==> src/rtl/add_sub_logic.sv <==
// add_sub_logic: 16-bit ALU slice (add / sub / invert-b / unsigned compare).
// The result r is purely combinational. r_q and the status flags are
// registered copies for the next pipeline stage.
module add_sub_logic #(
  parameter int WIDTH = 16
) (
  input  logic             clk,
  input  logic             reset,
  input  logic [1:0]       op,
  input  logic [WIDTH-1:0] a,
  input  logic [WIDTH-1:0] b,
  output logic [WIDTH-1:0] r,
  output logic [WIDTH-1:0] r_q,
  output logic             carry_q,
  output logic             ovf_q,
  output logic             zero_q
);

  localparam logic [1:0] OP_ADD = 2'd0;
  localparam logic [1:0] OP_SUB = 2'd1;
  localparam logic [1:0] OP_INV = 2'd2;
  localparam logic [1:0] OP_CMP = 2'd3;

  // One extra bit on each datapath carries the carry-out or borrow.
  logic [WIDTH:0] sum, dif, cmp;
  logic           carry, ovf, zero;

  assign sum = {1'b0, a} + {1'b0, b};
  assign dif = {1'b0, a} - {1'b0, b};
  // The borrow of b - a is set exactly when b < a (unsigned).
  assign cmp = {1'b0, b} - {1'b0, a};

  // Result and flag select. Every path assigns a default, so no latch is inferred.
  always_comb begin
    r     = '0;
    carry = 1'b0;
    ovf   = 1'b0;
    case (op)
      OP_ADD: begin
        r     = sum[WIDTH-1:0];
        carry = sum[WIDTH];
        ovf   = (a[WIDTH-1] == b[WIDTH-1]) && (sum[WIDTH-1] != a[WIDTH-1]);
      end
      OP_SUB: begin
        r     = dif[WIDTH-1:0];
        carry = dif[WIDTH];
        ovf   = (a[WIDTH-1] != b[WIDTH-1]) && (dif[WIDTH-1] != a[WIDTH-1]);
      end
      OP_INV: begin
        r = ~b;
      end
      OP_CMP: begin
        r     = {{(WIDTH-1){1'b0}}, cmp[WIDTH]};
        carry = cmp[WIDTH];
      end
      default: begin
        r = '0;
      end
    endcase
  end

  assign zero = (r == '0);

  // Capture result and flags. Reset wins and leaves zero_q set to match r_q = 0.
  always_ff @(posedge clk) begin
    if (reset) begin
      r_q     <= '0;
      carry_q <= 1'b0;
      ovf_q   <= 1'b0;
      zero_q  <= 1'b1;
    end else begin
      r_q     <= r;
      carry_q <= carry;
      ovf_q   <= ovf;
      zero_q  <= zero;
    end
  end

endmodule

==> config.mk <==
export PLATFORM = sky130hd
export DESIGN_NAME = add_sub_logic
export DESIGN_NICKNAME = d
export VERILOG_FILES = /design/src/rtl/add_sub_logic.sv
export SDC_FILE = /design/constraint.sdc
export NUM_CORES = 1
export LEC_CHECK = 0
export CAP_MARGIN = 10
export CORE_UTILIZATION = 40
export DETAILED_ROUTE_END_ITERATION = 6
export HOLD_SLACK_MARGIN = 0.1
export PLACE_DENSITY = 0.69
export SETUP_SLACK_MARGIN = 0.2
export SLEW_MARGIN = 40
export SYNTH_ARGS = -nofsm -noshare
export SYNTH_HDL_FRONTEND = slang
export SYNTH_SLANG_ARGS = --single-unit
==> constraint.sdc <==
create_clock -name clk -period 3.4 [get_ports clk]
set_input_delay 0.51 -clock clk [delete_from_list [all_inputs] [get_ports clk]]
set_output_delay 0.51 -clock clk [all_outputs]
set_load 0.005 [all_outputs]
==> results_tabular.tex <==
\begin{tabular}{lr}
\hline
Metric & Value \\
\hline
\multicolumn{2}{l}{\textbf{Final layout}} \\
\quad Net count, final & 707 \\
\quad Area growth syn-to-layout & 91.5\% \\
\quad Share of layout cells above drive strength 1 & 50.6\% \\
\quad Number of fill cells in the layout & 408 \\
\quad Diodes inserted & 0 \\
\quad Filler-free cell count of the finished design & 716 \\
\multicolumn{2}{l}{\textbf{Run status}} \\
\quad Result of the run & finished with violations \\
\quad Violations in the final reports & setup timing \\
\multicolumn{2}{l}{\textbf{Setup path}} \\
\quad Critical Path AT & 3.70 ns \\
\quad Kind of critical path & input pin to flop \\
\quad Maximum fanout along the worst path & 3 \\
\quad Worst endpoint required time & 3.58 ns \\
\quad Buffers and inverters on the worst path & 16 \\
\quad Number of logic stages on the critical path including buffering & 25 \\
\quad Library cell appearing most often on the critical path & sky130\_fd\_sc\_hd\_\_buf\_6 \\
\quad CP delay by family, top & buffers and inverters \\
\quad Crit. End Element & flop \\
\quad Critical Path Slowest Stage Cell & sky130\_fd\_sc\_hd\_\_a2111o\_1 \\
\quad Delay of the slowest cell on the worst path & 0.40 ns \\
\quad Worst Setup SP & a[0] \\
\quad Termination of the worst setup path & carry\_q\$\_SDFF\_PP0\_ \\
\quad Startpoint class of the critical path & input pin \\
\multicolumn{2}{l}{\textbf{Worst hold path}} \\
\quad Min-Delay Path Class & input pin to flop \\
\quad Number of instances on the worst hold path & 5 \\
\multicolumn{2}{l}{\textbf{Synth}} \\
\quad Commonest register cell after synthesis & sky130\_fd\_sc\_hd\_\_dfxtp\_1 \\
\quad Total standard cell area after synthesis & 2910 sq um \\
\quad Flops \& latches, synth & 19 \\
\quad Net Count, Synth & 481 \\
\quad EDFF count, synth & 0 \\
\quad Sequential fraction of the synthesis area & 13.1\% \\
\quad Most frequent cells after synthesis & 53 x sky130\_fd\_sc\_hd\_\_inv\_1, 48 x sky130\_fd\_sc\_hd\_\_ha\_1, 39 x sky130\_fd\_sc\_hd\_\_nor2\_1, 23 x sky130\_fd\_sc\_hd\_\_a21oi\_1, 19 x sky130\_fd\_sc\_hd\_\_dfxtp\_1 \\
\quad Post-Syn Area per Cell & 7.37 sq um \\
\quad Top cells by area, synth & sky130\_fd\_sc\_hd\_\_ha\_1 21\%, sky130\_fd\_sc\_hd\_\_dfxtp\_1 13\%, sky130\_fd\_sc\_hd\_\_inv\_1 6.8\%, sky130\_fd\_sc\_hd\_\_nor2\_1 5.0\%, sky130\_fd\_sc\_hd\_\_a21oi\_1 4.0\% \\
\quad Cells after synthesis & 395 \\
\quad Number of distinct library cell variants in the gate-level netlist after synthesis & 66 \\
\quad Number of warnings reported in the yosys synthesis log & 0 \\
\quad Dominant cell type by area after synthesis & sky130\_fd\_sc\_hd\_\_ha\_1 \\
\quad Share of flip-flops with an asynchronous set or reset after synthesis & 0\% \\
\quad Portion of synthesized cell area occupied by the leading cell type & 20.6\% \\
\quad Count leader, synth & sky130\_fd\_sc\_hd\_\_inv\_1 \\
\multicolumn{2}{l}{\textbf{Die}} \\
\quad Overall die height & 87.3 um \\
\quad Core outline area & 6910 sq um \\
\quad Count of pins on the block boundary & 71 \\
\quad Effective utilization at floorplan & 42.2\% \\
\quad Number of rows created at floorplan & 30 \\
\quad Horiz. Die Dim & 87.3 um \\
\quad Total Die Area & 7620 sq um \\
\multicolumn{2}{l}{\textbf{Clocking}} \\
\quad Number of buffers created by CTS & 3 \\
\quad Buffer depth of the longest clock path & 2 \\
\quad Hold Buf Count CTS & 0 \\
\quad Clock tree from TritonCTS & yes \\
\quad Clock root buffer & sky130\_fd\_sc\_hd\_\_clkbuf\_8 \\
\quad H-tree level count & 1 \\
\quad Number of sinks driven by the clock tree & 19 \\
\quad Clock transition at the register clock pins on the worst setup and hold paths after CTS & 0.07 ns \\
\multicolumn{2}{l}{\textbf{Timing}} \\
\quad RSZ-0062 raised after global routing & true \\
\quad Fin. max-slew vios & 0 \\
\quad FMAX & 285 MHz \\
\quad Normalized max-slew margin & 71.0\% \\
\quad Worst slew pin tran & 0.431 ns \\
\quad Final critical-path required period & 3.51 ns \\
\quad Period utilisation layout & 103\% \\
\quad Hold Vio Cnt, Final & 0 \\
\quad PnR worst setup slack & -0.111 ns \\
\quad Final setup vio count & 2 \\
\multicolumn{2}{l}{\textbf{Power and ir drop}} \\
\quad Combinational share of power & 72.2\% \\
\quad Total chip power & 1.44 mW \\
\quad Leakage power of the design & 2.62 nW \\
\quad Largest vdd supply drop & 134 uV \\
\quad Sw Ratio & 38.9\% \\
\quad Internal Power & 882 uW \\
\quad Clock power frac & 10.5\% \\
\quad Net switching power & 562 uW \\
\quad Part of the power in registers & 17.3\% \\
\quad Power density over the cells & 259 nW/um\^{}2 \\
\multicolumn{2}{l}{\textbf{Drt}} \\
\quad Wire per inst & 18.8 um \\
\quad Remaining DRCs & 0 \\
\quad Drt total wl & 13400 um \\
\quad Iteration count of the initial detailed-routing pass & 5 \\
\quad Total number of vias & 4198 \\
\quad Iteration-0 DRC count of the detailed router & 314 \\
\quad Detail-routed via count per cell & 5.86 \\
\quad Antenna Nets Post-Route & 0 \\
\multicolumn{2}{l}{\textbf{Place}} \\
\quad Worst slack at placement & -0.926 ns \\
\quad Count of input and output buffers & 70 \\
\quad Global placer's final weighted congestion & 0.986 \\
\quad Detail Placement HPWL & 8140 um \\
\quad Number of placed instances with taps included & 669 \\
\multicolumn{2}{l}{\textbf{Global routing}} \\
\quad Wire length of the first global-routing pass & 19400 um \\
\quad All-layer global routing usage & 32.8\% \\
\quad Number of global-route vias before repair & 3982 \\
\quad Antenna violations before repair & 0 \\
\quad Overflow left after global routing & 0 \\
\quad Maximum number of pins on one net before global-route repair & 17 \\
\multicolumn{2}{l}{\textbf{Job}} \\
\quad Max-cap check violation count & 0 \\
\hline
\end{tabular}
==> cell families after synthesis <==
logic type	after synthesis	share of synthesized area (%)
muxes	5	1.76
adders and majority gates	50	22.0
buffers and inverters	75	10.7
AOI/OAI and AO/OA	113	26.9
DFF	19	13.1
xor gates and xnor gates	14	4.21
and+or+nand+nor	119	21.4
==> what timing repair did <==
action,4_1_cts,5_1_grt
gates resized for setup,223,58
pin swaps,55,42
endpoints found under the hold margin,0,0
endpoints found under the setup margin,22,15
buffers inserted,31,12
==> cell type report <==
| cell class | instances | area (sq um) | share of cell area [%] |
|---|---|---|---|
| Multi-Input combinational cell | 301 | 2860 | 51.3 |
| Timing Repair Buffer | 242 | 1970 | 35.2 |
| Sequential cell | 19 | 380 | 6.82 |
| Inverter | 54 | 205 | 3.68 |
| Tap cell | 96 | 120 | 2.15 |
| Clock buffer | 4 | 45.0 | 0.808 |
==> through the flow <==
stage          utilization [%]  hold slack (ns)  setup TNS [ns]  instance area (sq um)
6_report                  80.7            0.935          -0.161                   5580
5_1_grt                   80.7            0.950          -0.565                   5580
4_1_cts                   78.0            0.909          -0.219                   5380
3_5_place_dp              66.5             1.21           -9.94                   4600
3_3_place_gp              66.5             1.21           -9.01                   4600
2_1_floorplan                -            0.751               0                   2910
==> layout by cell type, fill, tap and decap left out, types with 11 or more instances in the layout <==
cell type / count
sky130_fd_sc_hd__buf_6: 29
sky130_fd_sc_hd__ha_4: 19
sky130_fd_sc_hd__dfxtp_1: 19
sky130_fd_sc_hd__ha_1: 25
sky130_fd_sc_hd__inv_2: 14
sky130_fd_sc_hd__inv_1: 39
sky130_fd_sc_hd__buf_4: 148
sky130_fd_sc_hd__a21oi_1: 18
sky130_fd_sc_hd__nand2_1: 18
sky130_fd_sc_hd__clkdlybuf4s50_1: 32
sky130_fd_sc_hd__nor2_1: 34
sky130_fd_sc_hd__buf_2: 13
sky130_fd_sc_hd__nor3_1: 11
==> power by group through the flow <==
stage	clock network [mW]	logic, mW	registers, mW
2_1_floorplan	0	0.341	0.257
3_3_place_gp	0	0.740	0.253
3_5_place_dp	0	0.755	0.254
4_1_cts	0.153	0.909	0.249
5_1_grt	0.158	1.10	0.251
6_report	0.152	1.04	0.249
==> registers in the layout, indices dropped and copies added (netlist names) <==
register and flops:
carry_q 1, r_q 16, ovf_q 1, zero_q 1
==> worst min path at each step <==
| stage | startpoint | to | slack [ns] |
|---|---|---|---|
| 2_1_floorplan | b[1] | r_q[1]$_SDFF_PP0_ | 0.75 |
| 3_3_place_gp | r_q[6]$_SDFF_PP0_ | r_q[6] | 1.21 |
| 3_5_place_dp | r_q[4]$_SDFF_PP0_ | r_q[4] | 1.21 |
| 4_1_cts | b[0] | r_q[0]$_SDFF_PP0_ | 0.91 |
| 5_1_grt | b[0] | r_q[0]$_SDFF_PP0_ | 0.95 |
| 6_report | b[0] | r_q[0]$_SDFF_PP0_ | 0.93 |
==> layer usage <==
layer	GRT usage, %	share of wire (%)
met4	17.9	5.2
met2	59.2	49
met3	3.51	9.2
met5	0	0
met1	37.7	37
No activity file was read; power rests on OpenSTA's default activity.
